$ cat src/rtl/interboard_tx_if.sv
// Parallel message link between the game controller, the transmit stage and
// the peer board. The transmit stage takes the master view; the controller
// and peer-board side takes the slave view.
interface interboard_tx_if;
   logic       ctrl_en;
   logic [2:0] ctrl_msg_type;
   logic [4:0] ctrl_number;
   logic       inter_ready;
   logic       tx_request;
   logic [2:0] tx_msg_type;
   logic [4:0] tx_number;
   logic       rx_ack;

   modport master (
      input  ctrl_en,
      input  ctrl_msg_type,
      input  ctrl_number,
      input  rx_ack,
      output inter_ready,
      output tx_request,
      output tx_msg_type,
      output tx_number
   );

   modport slave (
      output ctrl_en,
      output ctrl_msg_type,
      output ctrl_number,
      output rx_ack,
      input  inter_ready,
      input  tx_request,
      input  tx_msg_type,
      input  tx_number
   );
endinterface

$ cat src/rtl/interboard_tx.sv
// Transmit stage between the game controller and the peer board.
// Latches one message per ctrl_en, then runs a 4-phase request/acknowledge
// handshake. Every waiting state is guarded by a timeout, so inter_ready
// always comes back even when the peer misbehaves.
// SYNC_STAGES must be 2 or 3.
module interboard_tx #(
   parameter int TIMEOUT_CYCLES = 1000000,
   parameter int SYNC_STAGES    = 2
) (
   input  logic            clk,
   input  logic            rst,
   interboard_tx_if.master link,
   input  logic            transmit,
   output logic            tx_active,
   output logic            tx_error,
   output logic            tx_overrun
);

   localparam int CNT_W = (TIMEOUT_CYCLES > 2) ? $clog2(TIMEOUT_CYCLES) : 1;
   localparam logic [CNT_W-1:0] CNT_LAST = CNT_W'(TIMEOUT_CYCLES - 1);

   typedef enum logic [1:0] {
      IDLE  = 2'd0,
      SETUP = 2'd1,
      REQ   = 2'd2,
      REL   = 2'd3
   } state_t;

   state_t                 state_reg, state_next;
   logic [SYNC_STAGES-1:0] ack_sync_reg;
   logic                   ack_s;
   logic [CNT_W-1:0]       cnt_reg, cnt_next;
   logic                   request_reg, request_next;
   logic [2:0]             msg_type_reg;
   logic [4:0]             number_reg;
   logic                   error_reg, overrun_reg;
   logic                   accept, expired, ready;

   // Bring the asynchronous acknowledge into the clock domain.
   always_ff @(posedge clk or negedge rst) begin
      if (!rst) begin
         ack_sync_reg <= '0;
      end else begin
         ack_sync_reg <= {ack_sync_reg[SYNC_STAGES-2:0], link.rx_ack};
      end
   end

   assign ack_s = ack_sync_reg[SYNC_STAGES-1];

   // Next-state logic: handshake progress, timeout abort and message acceptance.
   always_comb begin
      state_next = state_reg;
      accept     = 1'b0;
      expired    = 1'b0;
      case (state_reg)
         IDLE: begin
            if (link.ctrl_en) begin
               accept     = 1'b1;
               state_next = SETUP;
            end
         end
         SETUP: begin
            // A peer still holding ack from an aborted message keeps us here.
            if (cnt_reg == CNT_LAST) begin
               expired    = 1'b1;
               state_next = IDLE;
            end else if (!ack_s) begin
               state_next = REQ;
            end
         end
         REQ: begin
            if (cnt_reg == CNT_LAST) begin
               expired    = 1'b1;
               state_next = IDLE;
            end else if (ack_s) begin
               state_next = REL;
            end
         end
         REL: begin
            if (cnt_reg == CNT_LAST) begin
               expired    = 1'b1;
               state_next = IDLE;
            end else if (!ack_s) begin
               state_next = IDLE;
            end
         end
         default: state_next = IDLE;
      endcase

      // The counter measures time spent in the current state only.
      if ((state_next != state_reg) || (state_reg == IDLE)) begin
         cnt_next = '0;
      end else begin
         cnt_next = cnt_reg + CNT_W'(1);
      end

      // Registered so the inter-board request pin never glitches.
      request_next = (state_next == REQ);
   end

   // State, timeout counter and request pin registers.
   always_ff @(posedge clk or negedge rst) begin
      if (!rst) begin
         state_reg   <= IDLE;
         cnt_reg     <= '0;
         request_reg <= 1'b0;
      end else begin
         state_reg   <= state_next;
         cnt_reg     <= cnt_next;
         request_reg <= request_next;
      end
   end

   // Message latch: only an accepted ctrl_en updates the data pins.
   always_ff @(posedge clk or negedge rst) begin
      if (!rst) begin
         msg_type_reg <= 3'd0;
         number_reg   <= 5'd0;
      end else if (accept) begin
         msg_type_reg <= link.ctrl_msg_type;
         number_reg   <= link.ctrl_number;
      end
   end

   // Sticky status flags, cleared when the next message is accepted.
   always_ff @(posedge clk or negedge rst) begin
      if (!rst) begin
         error_reg   <= 1'b0;
         overrun_reg <= 1'b0;
      end else if (accept) begin
         error_reg   <= 1'b0;
         overrun_reg <= 1'b0;
      end else begin
         if (expired) begin
            error_reg <= 1'b1;
         end
         // Includes the completing REL cycle: the controller must wait for ready.
         if (link.ctrl_en && (state_reg != IDLE)) begin
            overrun_reg <= 1'b1;
         end
      end
   end

   // Ready is decoded from state so it drops in the cycle right after ctrl_en.
   assign ready            = (state_reg == IDLE);
   assign link.inter_ready = ready;
   assign link.tx_request  = request_reg;
   assign link.tx_msg_type = msg_type_reg;
   assign link.tx_number   = number_reg;
   assign tx_active        = transmit & ~ready;
   assign tx_error         = error_reg;
   assign tx_overrun       = overrun_reg;

endmodule
$ cat src/flat_wrapper.sv
// flat-port wrapper written by rule: the top's interface ports become plain ports
module interboard_tx_flat 
#(
   parameter int TIMEOUT_CYCLES = 1000000,
   parameter int SYNC_STAGES    = 2
)
  (clk, rst, transmit, tx_active, tx_error, tx_overrun, link_ctrl_en, link_ctrl_msg_type, link_ctrl_number, link_rx_ack, link_inter_ready, link_tx_request, link_tx_msg_type, link_tx_number);
  interboard_tx_if link_i ();
  input  logic clk;
  input  logic rst;
  input  logic transmit;
  output logic tx_active;
  output logic tx_error;
  output logic tx_overrun;
  input wire logic [$bits(link_i.ctrl_en)-1:0] link_ctrl_en;
  input wire logic [$bits(link_i.ctrl_msg_type)-1:0] link_ctrl_msg_type;
  input wire logic [$bits(link_i.ctrl_number)-1:0] link_ctrl_number;
  input wire logic [$bits(link_i.rx_ack)-1:0] link_rx_ack;
  output wire logic [$bits(link_i.inter_ready)-1:0] link_inter_ready;
  output wire logic [$bits(link_i.tx_request)-1:0] link_tx_request;
  output wire logic [$bits(link_i.tx_msg_type)-1:0] link_tx_msg_type;
  output wire logic [$bits(link_i.tx_number)-1:0] link_tx_number;
  assign link_i.ctrl_en = link_ctrl_en;
  assign link_i.ctrl_msg_type = link_ctrl_msg_type;
  assign link_i.ctrl_number = link_ctrl_number;
  assign link_i.rx_ack = link_rx_ack;
  assign link_inter_ready = link_i.inter_ready;
  assign link_tx_request = link_i.tx_request;
  assign link_tx_msg_type = link_i.tx_msg_type;
  assign link_tx_number = link_i.tx_number;
  interboard_tx #(.TIMEOUT_CYCLES(TIMEOUT_CYCLES), .SYNC_STAGES(SYNC_STAGES)) u_core (.clk(clk), .rst(rst), .link(link_i), .transmit(transmit), .tx_active(tx_active), .tx_error(tx_error), .tx_overrun(tx_overrun));
endmodule
$ cat config.mk
export PLATFORM = sky130hd
export DESIGN_NAME = interboard_tx_flat
export DESIGN_NICKNAME = d
export VERILOG_FILES = /design/src/rtl/interboard_tx_if.sv /design/src/rtl/interboard_tx.sv /design/src/flat_wrapper.sv
export SDC_FILE = /design/constraint.sdc
export NUM_CORES = 1
export LEC_CHECK = 0
export ABC_AREA = 1
export CORE_ASPECT_RATIO = 1.25
export CORE_MARGIN = 4
export CORE_UTILIZATION = 57
export DETAILED_ROUTE_END_ITERATION = 10
export HOLD_SLACK_MARGIN = 0.15
export MAX_ROUTING_LAYER = met4
export PLACE_DENSITY = 0.83
export SYNTH_ARGS = -nofsm -noshare
export SYNTH_HDL_FRONTEND = slang
export SYNTH_SLANG_ARGS = --single-unit
$ cat constraint.sdc
create_clock -name clk -period 3 [get_ports clk]
set_input_delay 0.6 -clock clk [delete_from_list [all_inputs] [get_ports clk]]
set_output_delay 0.6 -clock clk [all_outputs]
set_load 0.02 [all_outputs]
==> results of run 1 <==
-- worst max-delay path by stage --
stage / startpoint / endpoint / slack [ns]
floorplan: transmit / tx_active / 1.49
global placement: transmit / tx_active / 0.62
detailed placement: transmit / tx_active / 0.59
CTS: transmit / tx_active / 0.59
global route: transmit / tx_active / 0.54
finish: transmit / tx_active / 0.60
-- cell families (layout without fill, tap and decap cells) --
family                   Yosys count  in the layout  synth area share (%)
flip-flops                        35             35                  50.3
XOR/XNOR                          14             14                  7.04
AND/OR/NAND/NOR                  123            123                  34.1
buffers and inverters             24             55                  6.04
adder cells (fa/ha/maj)            1              1                 0.719
AO/OA/AOI/OAI                      5              5                  1.73
-- worst max-delay path, cell delays in order --
cell	delay, ns
sky130_fd_sc_hd__clkdlybuf4s50_1	0.47
sky130_fd_sc_hd__inv_1	0.04
sky130_fd_sc_hd__nor2_1	0.09
sky130_fd_sc_hd__clkdlybuf4s50_1	0.60
-- final cells by class --
class | instances | area (um2) | area share [%]
Clock inverter | 1 | 7.51 | 0.359
Clock buffer | 7 | 65.1 | 3.11
Sequential cell | 35 | 876 | 41.9
Timing Repair Buffer | 26 | 258 | 12.3
Inverter | 21 | 78.8 | 3.77
Tap cell | 36 | 45.0 | 2.16
Multi-Input combinational cell | 143 | 759 | 36.3
-- power breakdown --
part	total (mW)	internal, mW	leakage (nW)	switching [mW]
Sequential	0.619	0.560	0.462	0.0584
Clock	0.294	0.137	0.0375	0.157
Combinational	0.548	0.213	0.427	0.335
-- metrics by stage --
stage	utilization (%)	setup WS, ns	power [mW]	hold slack [ns]	cells
after floorplan	-	1.49	0.989	0.304	202
after global placement	68.5	0.624	1.17	0.341	261
after detailed placement	68.5	0.593	1.18	0.338	261
after CTS	70.9	0.586	1.48	0.363	269
after global routing	70.9	0.542	1.55	0.379	269
final	70.9	0.600	1.46	0.360	269
-- cell usage in the layout (no fill, tap or decap) --
| cell type | count |
|---|---|
| sky130_fd_sc_hd__nand2_1 | 55 |
| sky130_fd_sc_hd__dfrtp_1 | 35 |
| sky130_fd_sc_hd__nor2_2 | 26 |
| sky130_fd_sc_hd__clkdlybuf4s50_1 | 25 |
| sky130_fd_sc_hd__nor2_1 | 19 |
| sky130_fd_sc_hd__inv_1 | 16 |
| sky130_fd_sc_hd__xor2_1 | 10 |
| sky130_fd_sc_hd__nand3_1 | 7 |
| sky130_fd_sc_hd__nand4_1 | 5 |
| sky130_fd_sc_hd__clkbuf_4 | 5 |
| sky130_fd_sc_hd__inv_2 | 4 |
| sky130_fd_sc_hd__xnor2_1 | 4 |
| sky130_fd_sc_hd__nand3_2 | 3 |
| sky130_fd_sc_hd__nand2_2 | 3 |
| sky130_fd_sc_hd__nor2_4 | 2 |
| sky130_fd_sc_hd__nor3_1 | 2 |
| sky130_fd_sc_hd__o21ai_0 | 2 |
| sky130_fd_sc_hd__clkbuf_8 | 2 |
| sky130_fd_sc_hd__clkinv_1 | 1 |
| sky130_fd_sc_hd__or2_2 | 1 |
| sky130_fd_sc_hd__a21oi_1 | 1 |
| sky130_fd_sc_hd__o21bai_1 | 1 |
| sky130_fd_sc_hd__o21a_1 | 1 |
| sky130_fd_sc_hd__ha_1 | 1 |
| sky130_fd_sc_hd__clkinvlp_4 | 1 |
| sky130_fd_sc_hd__buf_4 | 1 |
-- metal layers --
metal,wire [um],track usage (%)
met2,1550,28.4
met3,96,3.91
met5,0,-
met1,1380,21.5
met4,49,7.73
==> results.ini, run 1 <==
[min_path]
hold_path_depth = 0
whs_endpoint = u_core.ack_sync_reg[1]
hold_start = u_core.ack_sync_reg[0]
worst_hold_path_type = flip-flop to flip-flop

[detailed_routing]
viasPerCell = 4.88
avgRoutedWirePerCell_um = 11.4
dr.first_iter.drc_count = 39
routed_wirelength_um = 3080
count_of_antenna_violating_nets_left_after_detailed_routing = 0
vias = 1314
drtPass1Iterations = 4
drc = 0

[critical_path]
timing.setup.critical_path_class = input port to output port
startpoint_class = input port
reg2reg_to = u_core.cnt_reg[3]
r2r-start = u_core.cnt_reg[0]
reg2reg_setup_slack_ns = 1.16
critical_path.endpoint_type = output port
required_ns = 2.40
timing.critical_path.fanout_max = 1
worst-endpoint-arrival_ns = 1.80
reg2reg_depth = 9

[job]
maxCapViolCount = 0

[global_route]
number_of_antenna_violations_at_the_first_check_in_global_routing = 0
global_route_wire_length_before_repair_um = 5420
grt_max_degree = 36
grt_use_total_pct = 17.9
total_congestion_overflow_after_global_routing = 0
via_count_of_the_first_global_routing_pass = 1288

[outcome]
status = completed

[synth]
syn_nets = 216
synthDominantCellAreaShare_pct = 50.3
most_frequent_cell_after_synthesis = sky130_fd_sc_hd__nand2_1
flip_flop_and_latch_count_after_synthesis = 35
syn-cell-area_um2 = 1740
yosys.area.top_type = sky130_fd_sc_hd__dfrtp_1
synthFlopType = sky130_fd_sc_hd__dfrtp_1
synthesized_area_per_cell_um2 = 8.62
ys.warnings.count = 0
synth_async_sr_flop_share_pct = 100
ys_top_cells_by_count = sky130_fd_sc_hd__nand2_1, sky130_fd_sc_hd__dfrtp_1, sky130_fd_sc_hd__nor2_2, sky130_fd_sc_hd__nor2_1, sky130_fd_sc_hd__inv_1
synth_cells = 202
yosys.cell_types.count = 23
synth_edf_count = 0
ys_seq_area_share_pct = 50.3
netlist_top_cells_area = sky130_fd_sc_hd__dfrtp_1, sky130_fd_sc_hd__nand2_1, sky130_fd_sc_hd__nor2_2, sky130_fd_sc_hd__xor2_1, sky130_fd_sc_hd__nor2_1

[die]
die_w_um = 57.4
number_of_top_level_pins = 26
core_region_area_um2 = 2950
die_area_um2 = 4010
floorplan.initialDensity_pct = 59.1
floorplan.die.height_um = 69.8
fp-row-count = 22

[clock_network]
clock_insertion_delay_worst_skew_ns = 0.34
worst_setup_hold_path_clk_slew_ns = 0.10
tritoncts = yes
htree_num_levels = 2
cts.sinks = 35
post_cts_hold_buffer_count = 0
resized_after_cts = 0
ctsLongestPathBuffers = 2
postCtsSetupRepairBufs = 0
clockRootBuffer = sky130_fd_sc_hd__clkbuf_4
cts-buffers-inserted = 5

[placement]
placement.cell_area_um2 = 2020
routability_congestion_estimate = 0.841
io_buffer_count = 25
detailed_placement_hpwl_um = 2300

[pwr]
ir_drop_mv = 0.560
cellPowerDensity_nw_per_um2 = 699
leakage_nw = 0.926

[sta]
timing.fmax_mhz = 417
final_hold_viol_count = 0
relSlewSlack_pct = 59.7
total_negative_slack_ns = 0
clock_skew_ns = 0.00467
grt_setup_unrepaired = no
final_period_minus_worst_setup_slack_ns = 2.40
maxSlewViolCount = 0
min_period_over_period_pct = 80.0
report.final.setup_viol = 0
tightestPinTransition_ns = 0.602

[layout]
finish.net_count = 246
layout_cells_sized_above_1_pct = 20.6
final_cell_area_um2 = 2090
fill_cells = 228
largest_register_ff_count = 20
antenna_cells_inserted = 0
area_growth_syn_to_layout_pct = 20.1

(Power assumes the default switching activity.)
==> inputs of run 2 (changes only) <==
--- a/config.mk
+++ b/config.mk
@@ -8,11 +8,11 @@
 export ABC_AREA = 1
 export CORE_ASPECT_RATIO = 1.25
 export CORE_MARGIN = 4
-export CORE_UTILIZATION = 57
+export CORE_UTILIZATION = 48
 export DETAILED_ROUTE_END_ITERATION = 10
 export HOLD_SLACK_MARGIN = 0.15
 export MAX_ROUTING_LAYER = met4
-export PLACE_DENSITY = 0.83
+export PLACE_DENSITY = 0.75
 export SYNTH_ARGS = -nofsm -noshare
 export SYNTH_HDL_FRONTEND = slang
 export SYNTH_SLANG_ARGS = --single-unit
==> constraint.sdc (replaced) <==
create_clock -name clk -period 2.1 [get_ports clk]
set_input_delay 0.42 -clock clk [delete_from_list [all_inputs] [get_ports clk]]
set_output_delay 0.42 -clock clk [all_outputs]
set_load 0.02 [all_outputs]
==> run 2 against run 1 <==
Via count grew 0.91%. Utilization down 9.6 points. Total power rose by 52%. Clock-buffer cell count is 1 lower. Clock power rose by 66%. Sequential power rose by 42%. Worst setup slack worse by 0.53 ns. Global-route usage fell by 0.83 points. Design area up 2.2%. Worst hold slack got worse by 0.0056 ns. Sequential cell count unchanged.
==> results.ini, run 2 (same netlist as run 1, synthesis figures left out) <==
[outcome]
status = completed

[detailed_routing]
avgRoutedWirePerCell_um = 11.6  ; +1.5%
count_of_antenna_violating_nets_left_after_detailed_routing = 0  ; unchanged
routed_wirelength_um = 3170  ; +3.1%
viasPerCell = 4.86  ; -0.57%
drc = 0  ; unchanged
vias = 1326  ; +0.91%
dr.first_iter.drc_count = 26  ; -33%
drtPass1Iterations = 4  ; unchanged

[placement]
io_buffer_count = 25  ; unchanged
detailed_placement_hpwl_um = 2260  ; -1.9%
routability_congestion_estimate = 0.794  ; -5.7%

[sta]
final_period_minus_worst_setup_slack_ns = 2.03
min_period_over_period_pct = 96.6
final_hold_viol_count = 0  ; unchanged
maxSlewViolCount = 0  ; unchanged
report.final.setup_viol = 0  ; unchanged
grt_setup_unrepaired = no
timing.fmax_mhz = 493
relSlewSlack_pct = 71.0  ; +11 points
tightestPinTransition_ns = 0.435  ; -0.167 ns
total_negative_slack_ns = 0  ; unchanged
whs_ns = 0.355  ; -0.00561 ns
clock_skew_ns = 0.00641  ; +0.00175 ns

[clock_network]
postCtsSetupRepairBufs = 0  ; unchanged
post_cts_hold_buffer_count = 0  ; unchanged
resized_after_cts = 0  ; unchanged
htree_num_levels = 2  ; unchanged
cts.sinks = 35  ; unchanged
worst_setup_hold_path_clk_slew_ns = 0.06  ; -0.04 ns
tritoncts = yes
clockRootBuffer = sky130_fd_sc_hd__clkbuf_8
cts-buffers-inserted = 5  ; unchanged
clock_insertion_delay_worst_skew_ns = 0.29  ; -0.05 ns
ctsLongestPathBuffers = 2  ; unchanged

[min_path]
hold_path_depth = 0  ; unchanged
worst_hold_path_type = flip-flop to flip-flop
whs_endpoint = u_core.ack_sync_reg[1]
hold_start = u_core.ack_sync_reg[0]

[layout]
area_growth_syn_to_layout_pct = 22.7
antenna_cells_inserted = 0  ; unchanged
leading_cell_type_in_the_layout_fill_and_taps_excluded = sky130_fd_sc_hd__nand2_1
final_cell_mix = sky130_fd_sc_hd__nand2_1, sky130_fd_sc_hd__dfrtp_1, sky130_fd_sc_hd__nor2_2, sky130_fd_sc_hd__clkdlybuf4s50_1, sky130_fd_sc_hd__nor2_1
layout_cells_sized_above_1_pct = 20.9  ; +0.34 points
finish.net_count = 248  ; +0.81%
largest_register_ff_count = 20  ; unchanged
fill_cells = 325  ; +43%

[critical_path]
reg2reg_to = u_core.cnt_reg[11]
worst_path_most_repeated_cell = sky130_fd_sc_hd__clkdlybuf4s50_1
required_ns = 1.68  ; -0.72 ns
worst-endpoint-arrival_ns = 1.61  ; -0.19 ns
timing.critical_path.fanout_max = 1  ; unchanged
path_cells = clkdlybuf4s50_1 > inv_1 > nor2_1 > clkdlybuf4s50_1
r2r-start = u_core.cnt_reg[0]
reg2reg_setup_slack_ns = 0.48  ; -0.68 ns
startpoint_class = input port
critical_path.endpoint_type = output port
timing.setup.critical_path_class = input port to output port
slowest_stage = sky130_fd_sc_hd__clkdlybuf4s50_1
critPathMaxStageDelay_ns = 0.61  ; about the same
reg2reg_depth = 10  ; +1

[pwr]
leakage_nw = 0.951  ; +2.6%
cellPowerDensity_nw_per_um2 = 1040  ; +48%
ir_drop_mv = 0.701  ; +25%

[job]
maxCapViolCount = 0  ; unchanged

[die]
floorplan.initialDensity_pct = 50.0  ; -9.1 points
die_w_um = 61.9  ; +7.7%
core_region_area_um2 = 3480  ; +18%
number_of_top_level_pins = 26  ; unchanged
fp-row-count = 24  ; +9.1%
die_area_um2 = 4660  ; +16%
floorplan.die.height_um = 75.3  ; +7.9%

[global_route]
grt_max_degree = 36  ; unchanged
grt_use_total_pct = 17.0  ; -0.83 points
number_of_antenna_violations_at_the_first_check_in_global_routing = 0  ; unchanged
via_count_of_the_first_global_routing_pass = 1282  ; -0.47%
total_congestion_overflow_after_global_routing = 0  ; unchanged
global_route_wire_length_before_repair_um = 5580  ; +2.9%

==> run 2: changes by cell type in the layout (fill, tap and decap cells not counted), sizes merged <==
cell	change
buf	+2
clkbuf	-1
clkinv	+1
clkinvlp	-1
==> run 2: where the power goes <==
group          internal [mW]  switching (mW)  leakage (nW)  total (mW)
clock network          0.257           0.232        0.0470       0.489
logic                  0.359           0.484         0.442       0.843
registers              0.802          0.0799         0.462       0.882
total                   1.42           0.796         0.951        2.21
==> run 2: per-stage QoR <==
| stage | worst slack (ns) | cells | power (mW) | util, % | area (um2) |
|---|---|---|---|---|---|
| floorplan | 0.685 | 202 | 1.41 | - | 1740 |
| global placement | 0.0872 | 266 | 1.74 | 58.8 | 2050 |
| detailed placement | 0.0633 | 266 | 1.75 | 58.8 | 2050 |
| CTS | 0.0634 | 273 | 2.25 | 61.3 | 2140 |
| global route | 0.0218 | 273 | 2.36 | 61.3 | 2140 |
| finish | 0.0721 | 273 | 2.21 | 61.3 | 2140 |
==> run 2: per-layer routing <==
metal	wire, um	vias up	track usage [%]
met5	0	-	-
met4	63	0	7.08
met3	193	7	5.93
met2	1530	38	26.5
met1	1390	602	19.9
li1	-	679	-
==> run 2: worst max path at each step <==
stage,start,end,slack (ns),cells after the start
after floorplan,u_core.cnt_reg[0],u_core.cnt_reg[8],0.68,10
after global placement,transmit,tx_active,0.09,4
after detailed placement,transmit,tx_active,0.06,4
after CTS,transmit,tx_active,0.06,4
after global routing,transmit,tx_active,0.02,4
final,transmit,tx_active,0.07,4
==> run 2: cell type report <==
type | instances | area [um2] | share of cell area (%)
clock buffer | 6 | 82.6 | 3.87
clock inverter | 1 | 5.00 | 0.234
inverter | 21 | 78.8 | 3.69
multi-input combinational | 143 | 759 | 35.6
sequential | 35 | 876 | 41.0
tap | 39 | 48.8 | 2.28
timing repair buffer | 28 | 285 | 13.4
==> run 2: worst max-delay path, delay by kind of cell <==
kind                   cells  cell delay [ns]
buffers and inverters      3             1.09
and+or+nand+nor            1             0.09
